## config.mk

```make
export PLATFORM = sky130hd
export DESIGN_NAME = tt_spine_sel_ctrl
export DESIGN_NICKNAME = d
export VERILOG_FILES = /design/src/rtl/tt_spine_sel_ctrl.sv
export SDC_FILE = /design/constraint.sdc
export NUM_CORES = 1
export LEC_CHECK = 0
export CAP_MARGIN = 20
export CORE_MARGIN = 2
export CORE_UTILIZATION = 35
export DETAILED_ROUTE_END_ITERATION = 7
export PLACE_DENSITY = 0.69
export REMOVE_ABC_BUFFERS = 1
export SLEW_MARGIN = 40
export SYNTH_ARGS = -nofsm -noshare
export SYNTH_HDL_FRONTEND = slang
export SYNTH_SLANG_ARGS = --single-unit
```

## constraint.sdc

```tcl
create_clock -name clk -period 2.4 [get_ports clk]
set_clock_uncertainty 0.2 [all_clocks]
set_input_delay 0.6 -clock clk [delete_from_list [all_inputs] [get_ports clk]]
set_output_delay 0.6 -clock clk [all_outputs]
set_load 0.03 [all_outputs]
```

## src/rtl/tt_spine_sel_ctrl.sv

```systemverilog
// tt_spine_sel_ctrl: spine select/enable driver at the spine root.
// Syncs pads, holds the pending address, applies it glitch-free.

module tt_spine_sel_ctrl #(
  parameter int N_SEL       = 10,
  parameter int GUARD_CYC   = 4,
  parameter int SYNC_STAGES = 2
) (
  input  logic             clk,
  input  logic             rst_n,
  input  logic             pad_sel_rst_n,
  input  logic             pad_sel_inc,
  input  logic             pad_ena,
  input  logic             cfg_load,
  input  logic [N_SEL-1:0] cfg_addr,
  output logic [N_SEL-1:0] spine_sel,
  output logic             spine_ena,
  output logic [N_SEL-1:0] sel_pend,
  output logic             busy
);

  localparam int CW = $clog2(GUARD_CYC) + 1;
  localparam logic [CW-1:0] CNT_RLD = CW'(GUARD_CYC - 1);

  typedef enum logic [1:0] {
    ST_OFF    = 2'd0,
    ST_ON     = 2'd1,
    ST_DRAIN  = 2'd2,
    ST_SETTLE = 2'd3
  } state_t;

  logic [SYNC_STAGES-1:0] r_sync_rst;
  logic [SYNC_STAGES-1:0] r_sync_inc;
  logic [SYNC_STAGES-1:0] r_sync_ena;
  logic                   r_inc_d;

  logic                   w_s_rst_n;
  logic                   w_s_inc;
  logic                   w_s_ena;
  logic                   w_inc_edge;

  logic [N_SEL-1:0]       r_sel_pend;

  state_t                 r_state;
  state_t                 w_state_nx;
  logic [CW-1:0]          r_cnt;
  logic [CW-1:0]          w_cnt_nx;
  logic [N_SEL-1:0]       r_spine_sel;
  logic [N_SEL-1:0]       w_sel_nx;
  logic                   r_spine_ena;
  logic                   w_ena_nx;

  logic                   w_mismatch;
  logic                   w_cnt_zero;
  logic [CW-1:0]          w_cnt_dec;
  logic                   w_busy;

  assign w_s_rst_n  = r_sync_rst[SYNC_STAGES-1];
  assign w_s_inc    = r_sync_inc[SYNC_STAGES-1];
  assign w_s_ena    = r_sync_ena[SYNC_STAGES-1];
  assign w_inc_edge = w_s_inc & ~r_inc_d;

  // Pad synchronizer chains plus the inc edge-detect flop.
  always_ff @(posedge clk or negedge rst_n) begin
    if (!rst_n) begin
      r_sync_rst <= '0;
      r_sync_inc <= '0;
      r_sync_ena <= '0;
      r_inc_d    <= 1'b0;
    end else begin
      r_sync_rst <= {r_sync_rst[SYNC_STAGES-2:0], pad_sel_rst_n};
      r_sync_inc <= {r_sync_inc[SYNC_STAGES-2:0], pad_sel_inc};
      r_sync_ena <= {r_sync_ena[SYNC_STAGES-2:0], pad_ena};
      r_inc_d    <= w_s_inc;
    end
  end

  // Pending address: pad reset beats load beats increment.
  always_ff @(posedge clk or negedge rst_n) begin
    if (!rst_n) begin
      r_sel_pend <= '0;
    end else if (!w_s_rst_n) begin
      r_sel_pend <= '0;
    end else if (cfg_load) begin
      r_sel_pend <= cfg_addr;
    end else if (w_inc_edge) begin
      r_sel_pend <= r_sel_pend + 1'b1;
    end
  end

  assign w_mismatch = (r_sel_pend != r_spine_sel);
  assign w_cnt_zero = (r_cnt == '0);
  assign w_cnt_dec  = r_cnt - 1'b1;

  // State register with the registered spine outputs and guard counter.
  always_ff @(posedge clk or negedge rst_n) begin
    if (!rst_n) begin
      r_state     <= ST_OFF;
      r_cnt       <= '0;
      r_spine_sel <= '0;
      r_spine_ena <= 1'b0;
    end else begin
      r_state     <= w_state_nx;
      r_cnt       <= w_cnt_nx;
      r_spine_sel <= w_sel_nx;
      r_spine_ena <= w_ena_nx;
    end
  end

  // Next state: enable drops before select moves, then settles.
  always_comb begin
    w_state_nx = r_state;
    w_cnt_nx   = r_cnt;
    w_sel_nx   = r_spine_sel;
    w_ena_nx   = r_spine_ena;
    unique case (r_state)
      ST_OFF: begin
        w_ena_nx = 1'b0;
        if (w_mismatch) begin
          w_sel_nx   = r_sel_pend;
          w_cnt_nx   = CNT_RLD;
          w_state_nx = ST_SETTLE;
        end else if (w_s_ena) begin
          w_ena_nx   = 1'b1;
          w_state_nx = ST_ON;
        end
      end
      ST_ON: begin
        if (w_mismatch) begin
          w_ena_nx   = 1'b0;
          w_cnt_nx   = CNT_RLD;
          w_state_nx = ST_DRAIN;
        end else if (!w_s_ena) begin
          w_ena_nx   = 1'b0;
          w_state_nx = ST_OFF;
        end
      end
      ST_DRAIN: begin
        if (w_cnt_zero) begin
          w_sel_nx   = r_sel_pend;
          w_cnt_nx   = CNT_RLD;
          w_state_nx = ST_SETTLE;
        end else begin
          w_cnt_nx   = w_cnt_dec;
        end
      end
      ST_SETTLE: begin
        if (w_mismatch) begin
          w_sel_nx   = r_sel_pend;
          w_cnt_nx   = CNT_RLD;
        end else if (w_cnt_zero) begin
          w_ena_nx   = w_s_ena;
          w_state_nx = w_s_ena ? ST_ON : ST_OFF;
        end else begin
          w_cnt_nx   = w_cnt_dec;
        end
      end
      default: begin
        w_state_nx = ST_OFF;
        w_ena_nx   = 1'b0;
      end
    endcase
  end

  // Busy covers an active sequence or one about to start.
  always_comb begin
    w_busy = w_mismatch;
    if ((r_state == ST_DRAIN) || (r_state == ST_SETTLE)) begin
      w_busy = 1'b1;
    end
  end

  assign spine_sel = r_spine_sel;
  assign spine_ena = r_spine_ena;
  assign sel_pend  = r_sel_pend;
  assign busy      = w_busy;

endmodule
```

==> tab_implementation.tex, run 1 <==
\begin{tabular}{lr}
\hline
Metric & Value \\
\hline
\multicolumn{2}{l}{\textbf{Setup path}} \\
\quad Critical path peak fanout & 5 \\
\quad Class of the most critical setup path & reg -> reg \\
\quad Required time reported for the critical path endpoint & 2.37 ns \\
\quad Kind of capture point of the worst setup path & flop \\
\quad Reg-to-reg critical path startpoint & spine\_sel[9] \\
\quad Critical Path Start Type & flop \\
\quad Arrival @ worst endpoint & 2.33 ns \\
\quad Worst setup endpoint & spine\_sel[7] \\
\quad First element of the critical path & spine\_sel[9] \\
\quad Slack of the worst reg-to-reg path & 0.04 ns \\
\quad Critical register-to-register path endpoint & spine\_sel[7] \\
\quad Cell depth of the worst flop-to-flop path & 7 \\
\multicolumn{2}{l}{\textbf{Floorplan}} \\
\quad Die outline width & 74.4 µm \\
\quad Initial Util & 0.364 \\
\quad Number of placement rows & 25 \\
\quad Top-level port count & 38 \\
\quad Die outline area & 5530 µm² \\
\quad Chip height & 74.4 µm \\
\quad Core region area & 4750 µm² \\
\multicolumn{2}{l}{\textbf{Final layout}} \\
\quad Final instance count without filler cells & 306 \\
\quad Share of post-route cells with drive strength above 1 & 0.259 \\
\quad Area growth from synthesis to final layout & 51.6\% \\
\quad Nets@finish & 261 \\
\quad N\_diodes & 0 \\
\multicolumn{2}{l}{\textbf{Synth}} \\
\quad Total standard cell area after synthesis & 1730 µm² \\
\quad Cell types with the largest area share after synthesis & dfrtp\_1, mux2\_2, ha\_1, xnor2\_1, o21ai\_0 \\
\quad Count of distinct cell types in the synthesized netlist & 38 \\
\quad Number of register bits inferred by synthesis & 33 \\
\quad Syn\_area\_per\_cell & 10.6 µm² \\
\quad Sequential-to-total area share from yosys stat & 0.477 \\
\quad Yosys warning total & 0 \\
\quad Cell accounting for the most synthesized area & dfrtp\_1 \\
\quad Fraction of post-synthesis cell area in the top cell type by area & 0.477 \\
\quad Cell count after synthesis & 163 \\
\multicolumn{2}{l}{\textbf{Clocking}} \\
\quad Num CTS Buffers & 5 \\
\quad Clock tree from TritonCTS & done \\
\quad H-tree levels & 2 \\
\quad Clock Latency Late Sink & 0.29 ns \\
\quad Clk sinks & 33 \\
\quad Hold bufs inserted after CTS & 0 \\
\quad Cell at the root of the clock tree & clkbuf\_8 \\
\quad Clock-pin slew on the worst setup and hold paths & 0.08 ns \\
\quad Maximum root-to-sink buffer count & 2 \\
\multicolumn{2}{l}{\textbf{Power}} \\
\quad Worst vdd ir & 450 µV \\
\quad Leakage component of the power & 1.20 nW \\
\quad Power per standard cell area & 1080 nW/µm² \\
\multicolumn{2}{l}{\textbf{Global routing}} \\
\quad Number of antenna violations at the first check in global routing & 0 \\
\quad Number of global-route vias before repair & 1461 \\
\quad Pin count of the biggest net entering global routing & 34 \\
\quad Global-route wire length before repair & 6.92 mm \\
\quad GRT Util Overall & 0.167 \\
\quad Global-route congestion overflow total & 0 \\
\multicolumn{2}{l}{\textbf{Status}} \\
\quad Status & complete, no violations \\
\multicolumn{2}{l}{\textbf{Route}} \\
\quad Residual DRC count & 0 \\
\quad Drt wl/cell & 14.6 µm \\
\quad Number of violations reported at the end of detailed-routing iteration 0 & 59 \\
\quad Vias & 1556 \\
\quad Post-detailed-route via-to-cell ratio & 5.08 \\
\quad Total detailed-routing wirelength & 4.47 mm \\
\quad Detailed-router iteration count before antenna repair & 4 \\
\quad Number of nets with antenna violations after detailed routing & 0 \\
\multicolumn{2}{l}{\textbf{Placement}} \\
\quad Port Buffers & 37 \\
\quad Post-detail-place hpwl & 3.14 mm \\
\quad Cell Count Post-Placement & 294 \\
\quad Global placer's final weighted congestion & 0.843 \\
\quad Pre-CTS setup slack & -0.0650 ns \\
\multicolumn{2}{l}{\textbf{STA}} \\
\quad Final-report hold violation count & 0 \\
\quad Setup-failing EPs final & 0 \\
\quad Worst slew margin relative to its limit & 0.693 \\
\quad Worst setup margin & 0.0411 ns \\
\quad Transition time at the pin with the least slew margin & 0.457 ns \\
\quad Final Hold Slack & 0.151 ns \\
\quad Minimum period implied by the final worst setup slack & 2.36 ns \\
\quad Setup repair after global routing missed its margin & yes \\
\quad Fmax achieved & 424 MHz \\
\quad Post-route fraction of the period consumed by the critical path & 0.983 \\
\quad Pins over their slew limit & 0 \\
\multicolumn{2}{l}{\textbf{Run}} \\
\quad Max capacitance violation total & 0 \\
\multicolumn{2}{l}{\textbf{Hold path}} \\
\quad Hold Path Class & reg -> reg \\
\hline
\end{tabular}
worst min path at each step:
stage                     slack (ns)            end           from  depth (start not counted)
after global placement          0.13  r_sync_rst[1]  r_sync_rst[0]                          0
final                           0.15  r_sync_ena[1]  r_sync_ena[0]                          0
after global routing            0.16  r_sync_ena[1]  r_sync_ena[0]                          0
after detailed placement        0.14  r_sync_ena[1]  r_sync_ena[0]                          0
after CTS                       0.15  r_sync_ena[1]  r_sync_ena[0]                          0
after floorplan                 0.10       r_cnt[0]          rst_n                          0
repair_timing:
| item | CTS | global route |
|---|---|---|
| endpoints found under the setup margin | 1 | 11 |
| gates cloned | 0 | 1 |
| gates resized for setup | 6 | 18 |
| pin swaps | 2 | 6 |
| buffers inserted | 0 | 3 |
sequential cells by signal, summed over array words and instances (netlist names):
signal,cells
r_cnt,3
r_inc_d,1
r_state,2
r_sync_ena,2
r_sync_inc,2
r_sync_rst,2
sel_pend,10
spine_ena,1
spine_sel,10
kinds of logic (layout without fill, tap and decap cells):
family                     Yosys count  in the layout  share of synthesized area
xor gates and xnor gates            12             12                     0.0606
DFF                                 33             33                      0.477
adders and majority gates            7              7                     0.0505
AOI/OAI and AO/OA                   41             41                      0.169
and+or+nand+nor                     48             48                      0.136
muxes                               13             13                     0.0830
buffers and inverters                9             85                     0.0238
cells in the mapped netlist (all sizes together):
library cell	number
dfrtp	33
nand2	13
o21ai	13
mux2	11
xnor2	10
nor2	8
ha	7
a22oi	5
inv	5
nor3	5
a21oi	4
nand2b	4
nand3	4
o211ai	4
and3	3
clkbuf	3
mux2i	2
nand4	2
nor2b	2
nor4	2
o2111ai	2
o2bb2ai	2
o41ai	2
or2	2
or3	2
xor2	2
a211oi	1
a21boi	1
a21o	1
a2bb2oi	1
a31oi	1
a32o	1
a32oi	1
and2	1
buf	1
o22a	1
o31a	1
placed cells by master (no fill, tap or decap), types with 2 or more instances in the layout:
cell             count
a21oi_1              4
a22oi_1              5
and3_1               3
buf_4               33
clkbuf_8             7
clkdlybuf4s50_1     35
dfrtp_1             33
ha_1                 7
inv_1                5
mux2_4              10
mux2i_1              2
nand2_1             12
nand2b_1             4
nand3_1              4
nand4_1              2
nor2_1               8
nor2b_1              2
nor3_1               4
nor4_1               2
o2111ai_1            2
o211ai_1             3
o21ai_0             13
o2bb2ai_1            2
o41ai_1              2
or2_2                2
xnor2_1              9
xor2_1               2
stage by stage:
stage | cell area, µm² | setup TNS (ns) | utilization | power [mW]
floorplan | 1710 | -0.421 | - | 1.50
global placement | 2410 | -0.0414 | 0.507 | 2.07
detailed placement | 2410 | -0.0650 | 0.507 | 2.09
CTS | 2510 | 0 | 0.528 | 2.58
global route | 2630 | -0.249 | 0.552 | 2.98
finish | 2630 | 0 | 0.552 | 2.83
area by class of cell:
class                   count  area [µm²]
fillers                   447        2130
well taps                  67        83.8
clock buffers               7        96.3
clock inverters             1        5.00
inverters                   5        18.8
multi-input cells         121         930
flip-flops and latches     33         826
repair buffers             72         667
critical path, stage by stage (launching register included):
cell	delay [ns]
dfrtp_1	0.40
xnor2_1	0.17
nand4_1	0.13
buf_4	0.17
or3_4	0.40
o211ai_4	0.27
clkbuf_16	0.21
mux2_4	0.29
metal layers:
| metal | GRT usage | vias up | wire (µm) |
|---|---|---|---|
| met5 | 0 | - | 0 |
| met2 | 0.262 | 39 | 2150 |
| li1 | - | 748 | - |
| met4 | 0.0714 | 0 | 53 |
| met1 | 0.219 | 762 | 2070 |
| met3 | 0.0420 | 7 | 191 |
power by group:
group,internal [mW],leakage [nW],switching [mW]
Sequential,0.656,0.418,0.0813
Clock,0.259,0.0542,0.211
Combinational,0.863,0.731,0.755
Note: power is estimated with default switching activity, not from simulation.
==> run 2, diff against run 1 <==
SKIP_CTS_REPAIR_TIMING = 1   (was unset)
==> run 2 against run 1 <==
  * Wire length shrank 0.47%
  * Final area is the same
  * Maximum frequency is essentially flat
  * Total power shrank 0.16%
  * Count of clock-buffer cells in the layout is the same
  * Register-to-register slack is essentially flat
  * Sequential cell count is the same
  * Worst setup slack lost 0.00071 ns
  * Sequential share of layout area is the same
  * Non-clock buffer count is the same
  * Critical endpoint unchanged
==> tab_implementation.tex, run 2 (synthesis results as in run 1) <==
\begin{tabular}{lr}
\hline
Metric & Value \\
\hline
\multicolumn{2}{l}{\textbf{STA}} \\
\quad Pins over their slew limit & 0 \\
\quad Worst slew margin relative to its limit & 0.711 \\
\quad Post-route fraction of the period consumed by the critical path & 0.983 \\
\quad Setup repair after global routing missed its margin & yes \\
\quad Worst setup margin & 0.0404 ns \\
\quad Transition time at the pin with the least slew margin & 0.430 ns \\
\quad Final-report hold violation count & 0 \\
\quad Fmax achieved & 424 MHz \\
\quad Total negative setup slack & 0 ns \\
\quad Final Hold Slack & 0.151 ns \\
\quad Minimum period implied by the final worst setup slack & 2.36 ns \\
\quad Setup-failing EPs final & 0 \\
\multicolumn{2}{l}{\textbf{Floorplan}} \\
\quad Core region area & 4750 µm² \\
\quad Chip height & 74.4 µm \\
\quad Die outline width & 74.4 µm \\
\quad Number of placement rows & 25 \\
\quad Initial Util & 0.364 \\
\quad Die outline area & 5530 µm² \\
\quad Top-level port count & 38 \\
\multicolumn{2}{l}{\textbf{Global routing}} \\
\quad Number of global-route vias before repair & 1459 \\
\quad GRT Util Overall & 0.167 \\
\quad Pin count of the biggest net entering global routing & 34 \\
\quad Global-route wire length before repair & 6.92 mm \\
\quad Global-route congestion overflow total & 0 \\
\quad Number of antenna violations at the first check in global routing & 0 \\
\multicolumn{2}{l}{\textbf{Clocking}} \\
\quad Clk sinks & 33 \\
\quad Num CTS Buffers & 5 \\
\quad Clock-pin slew on the worst setup and hold paths & 0.07 ns \\
\quad Clock tree from TritonCTS & done \\
\quad H-tree levels & 2 \\
\quad Cell at the root of the clock tree & clkbuf\_8 \\
\quad Maximum root-to-sink buffer count & 2 \\
\quad Clock Latency Late Sink & 0.29 ns \\
\multicolumn{2}{l}{\textbf{Setup path}} \\
\quad Required time reported for the critical path endpoint & 2.37 ns \\
\quad Kind of capture point of the worst setup path & flop \\
\quad Class of the most critical setup path & reg -> reg \\
\quad CP max stage cell & dfrtp\_1 \\
\quad Slack of the worst reg-to-reg path & 0.04 ns \\
\quad Critical Path Start Type & flop \\
\quad Critical path's top delay family & simple AND/OR/NAND/NOR gates \\
\quad Cells along the critical path & xnor2\_1, nand4\_1, buf\_4, or3\_4, o211ai\_4, clkbuf\_16, mux2\_4 \\
\quad Critical path peak fanout & 5 \\
\quad Arrival @ worst endpoint & 2.33 ns \\
\quad CP bufs+invs & 2 \\
\quad Largest stage delay, worst path & 0.40 ns \\
\multicolumn{2}{l}{\textbf{Route}} \\
\quad Residual DRC count & 0 \\
\quad Total detailed-routing wirelength & 4.44 mm \\
\quad Drt wl/cell & 14.5 µm \\
\quad Post-detailed-route via-to-cell ratio & 5.11 \\
\quad Vias & 1565 \\
\quad Detailed-router iteration count before antenna repair & 4 \\
\quad Number of violations reported at the end of detailed-routing iteration 0 & 60 \\
\quad Number of nets with antenna violations after detailed routing & 0 \\
\multicolumn{2}{l}{\textbf{Final layout}} \\
\quad Filler instances & 447 \\
\quad N\_diodes & 0 \\
\quad Nets@finish & 261 \\
\quad Design area & 2630 µm² \\
\quad Share of post-route cells with drive strength above 1 & 0.259 \\
\quad Area growth from synthesis to final layout & 51.6\% \\
\quad Most frequent standard cell in the layout excluding fill and tap cells & clkdlybuf4s50\_1 \\
\quad Leading cell types in the layout, fill and taps excluded & clkdlybuf4s50\_1, buf\_4, dfrtp\_1, o21ai\_0, nand2\_1 \\
\multicolumn{2}{l}{\textbf{Placement}} \\
\quad Pre-CTS setup slack & -0.0650 ns \\
\quad Dpl cell area & 2410 µm² \\
\quad Post-detail-place hpwl & 3.14 mm \\
\quad Port Buffers & 37 \\
\quad Global placer's final weighted congestion & 0.843 \\
\multicolumn{2}{l}{\textbf{Power}} \\
\quad Power Total & 2.82 mW \\
\quad Power per standard cell area & 1070 nW/µm² \\
\quad Worst vdd ir & 447 µV \\
\quad Leakage component of the power & 1.20 nW \\
\multicolumn{2}{l}{\textbf{Hold path}} \\
\quad Hold Path Class & reg -> reg \\
\multicolumn{2}{l}{\textbf{Status}} \\
\quad Status & complete, no violations \\
\multicolumn{2}{l}{\textbf{Run}} \\
\quad Max capacitance violation total & 0 \\
\hline
\end{tabular}
run 2: where the power goes:
group          leakage, nW  switching, mW  internal [mW]
Clock               0.0542          0.209          0.259
Combinational        0.731          0.751          0.863
Sequential           0.418         0.0818          0.656
Total                 1.20           1.04           1.78
run 2: cell type report:
cell class,instances,area (µm²),share of cell area
Timing Repair Buffer,72,667,0.254
Multi-Input combinational cell,121,930,0.354
Inverter,5,18.8,0.00715
Clock inverter,1,5.00,0.00191
Clock buffer,7,96.3,0.0367
Sequential cell,33,826,0.314
Tap cell,67,83.8,0.0319
run 2: final timing paths:
path / startpoint / endpoint / depth (start not counted)
max: spine_sel[9] / spine_sel[7] / 7
min: r_sync_ena[0] / r_sync_ena[1] / 0
max reg2reg: spine_sel[9] / spine_sel[7] / 7
min reg2reg: r_sync_ena[0] / r_sync_ena[1] / 0
max in group asynchronous: rst_n / spine_sel[8] / 2
min in group asynchronous: rst_n / spine_sel[3] / 2
run 2: stage by stage:
stage / utilization / cells
after floorplan: - / 159
after global placement: 0.507 / 294
after detailed placement: 0.507 / 294
after CTS: 0.528 / 302
after global routing: 0.552 / 306
final: 0.552 / 306
run 2: routing by layer:
| layer | global-route usage | part of all wire | routed length, µm | vias up |
|---|---|---|---|---|
| met3 | 0.0420 | 0.046 | 205 | 7 |
| met2 | 0.262 | 0.48 | 2140 | 45 |
| met1 | 0.219 | 0.46 | 2040 | 765 |
| met5 | 0 | 0 | 0 | - |
| met4 | 0.0714 | 0.012 | 53 | 0 |
| li1 | - | - | - | 748 |
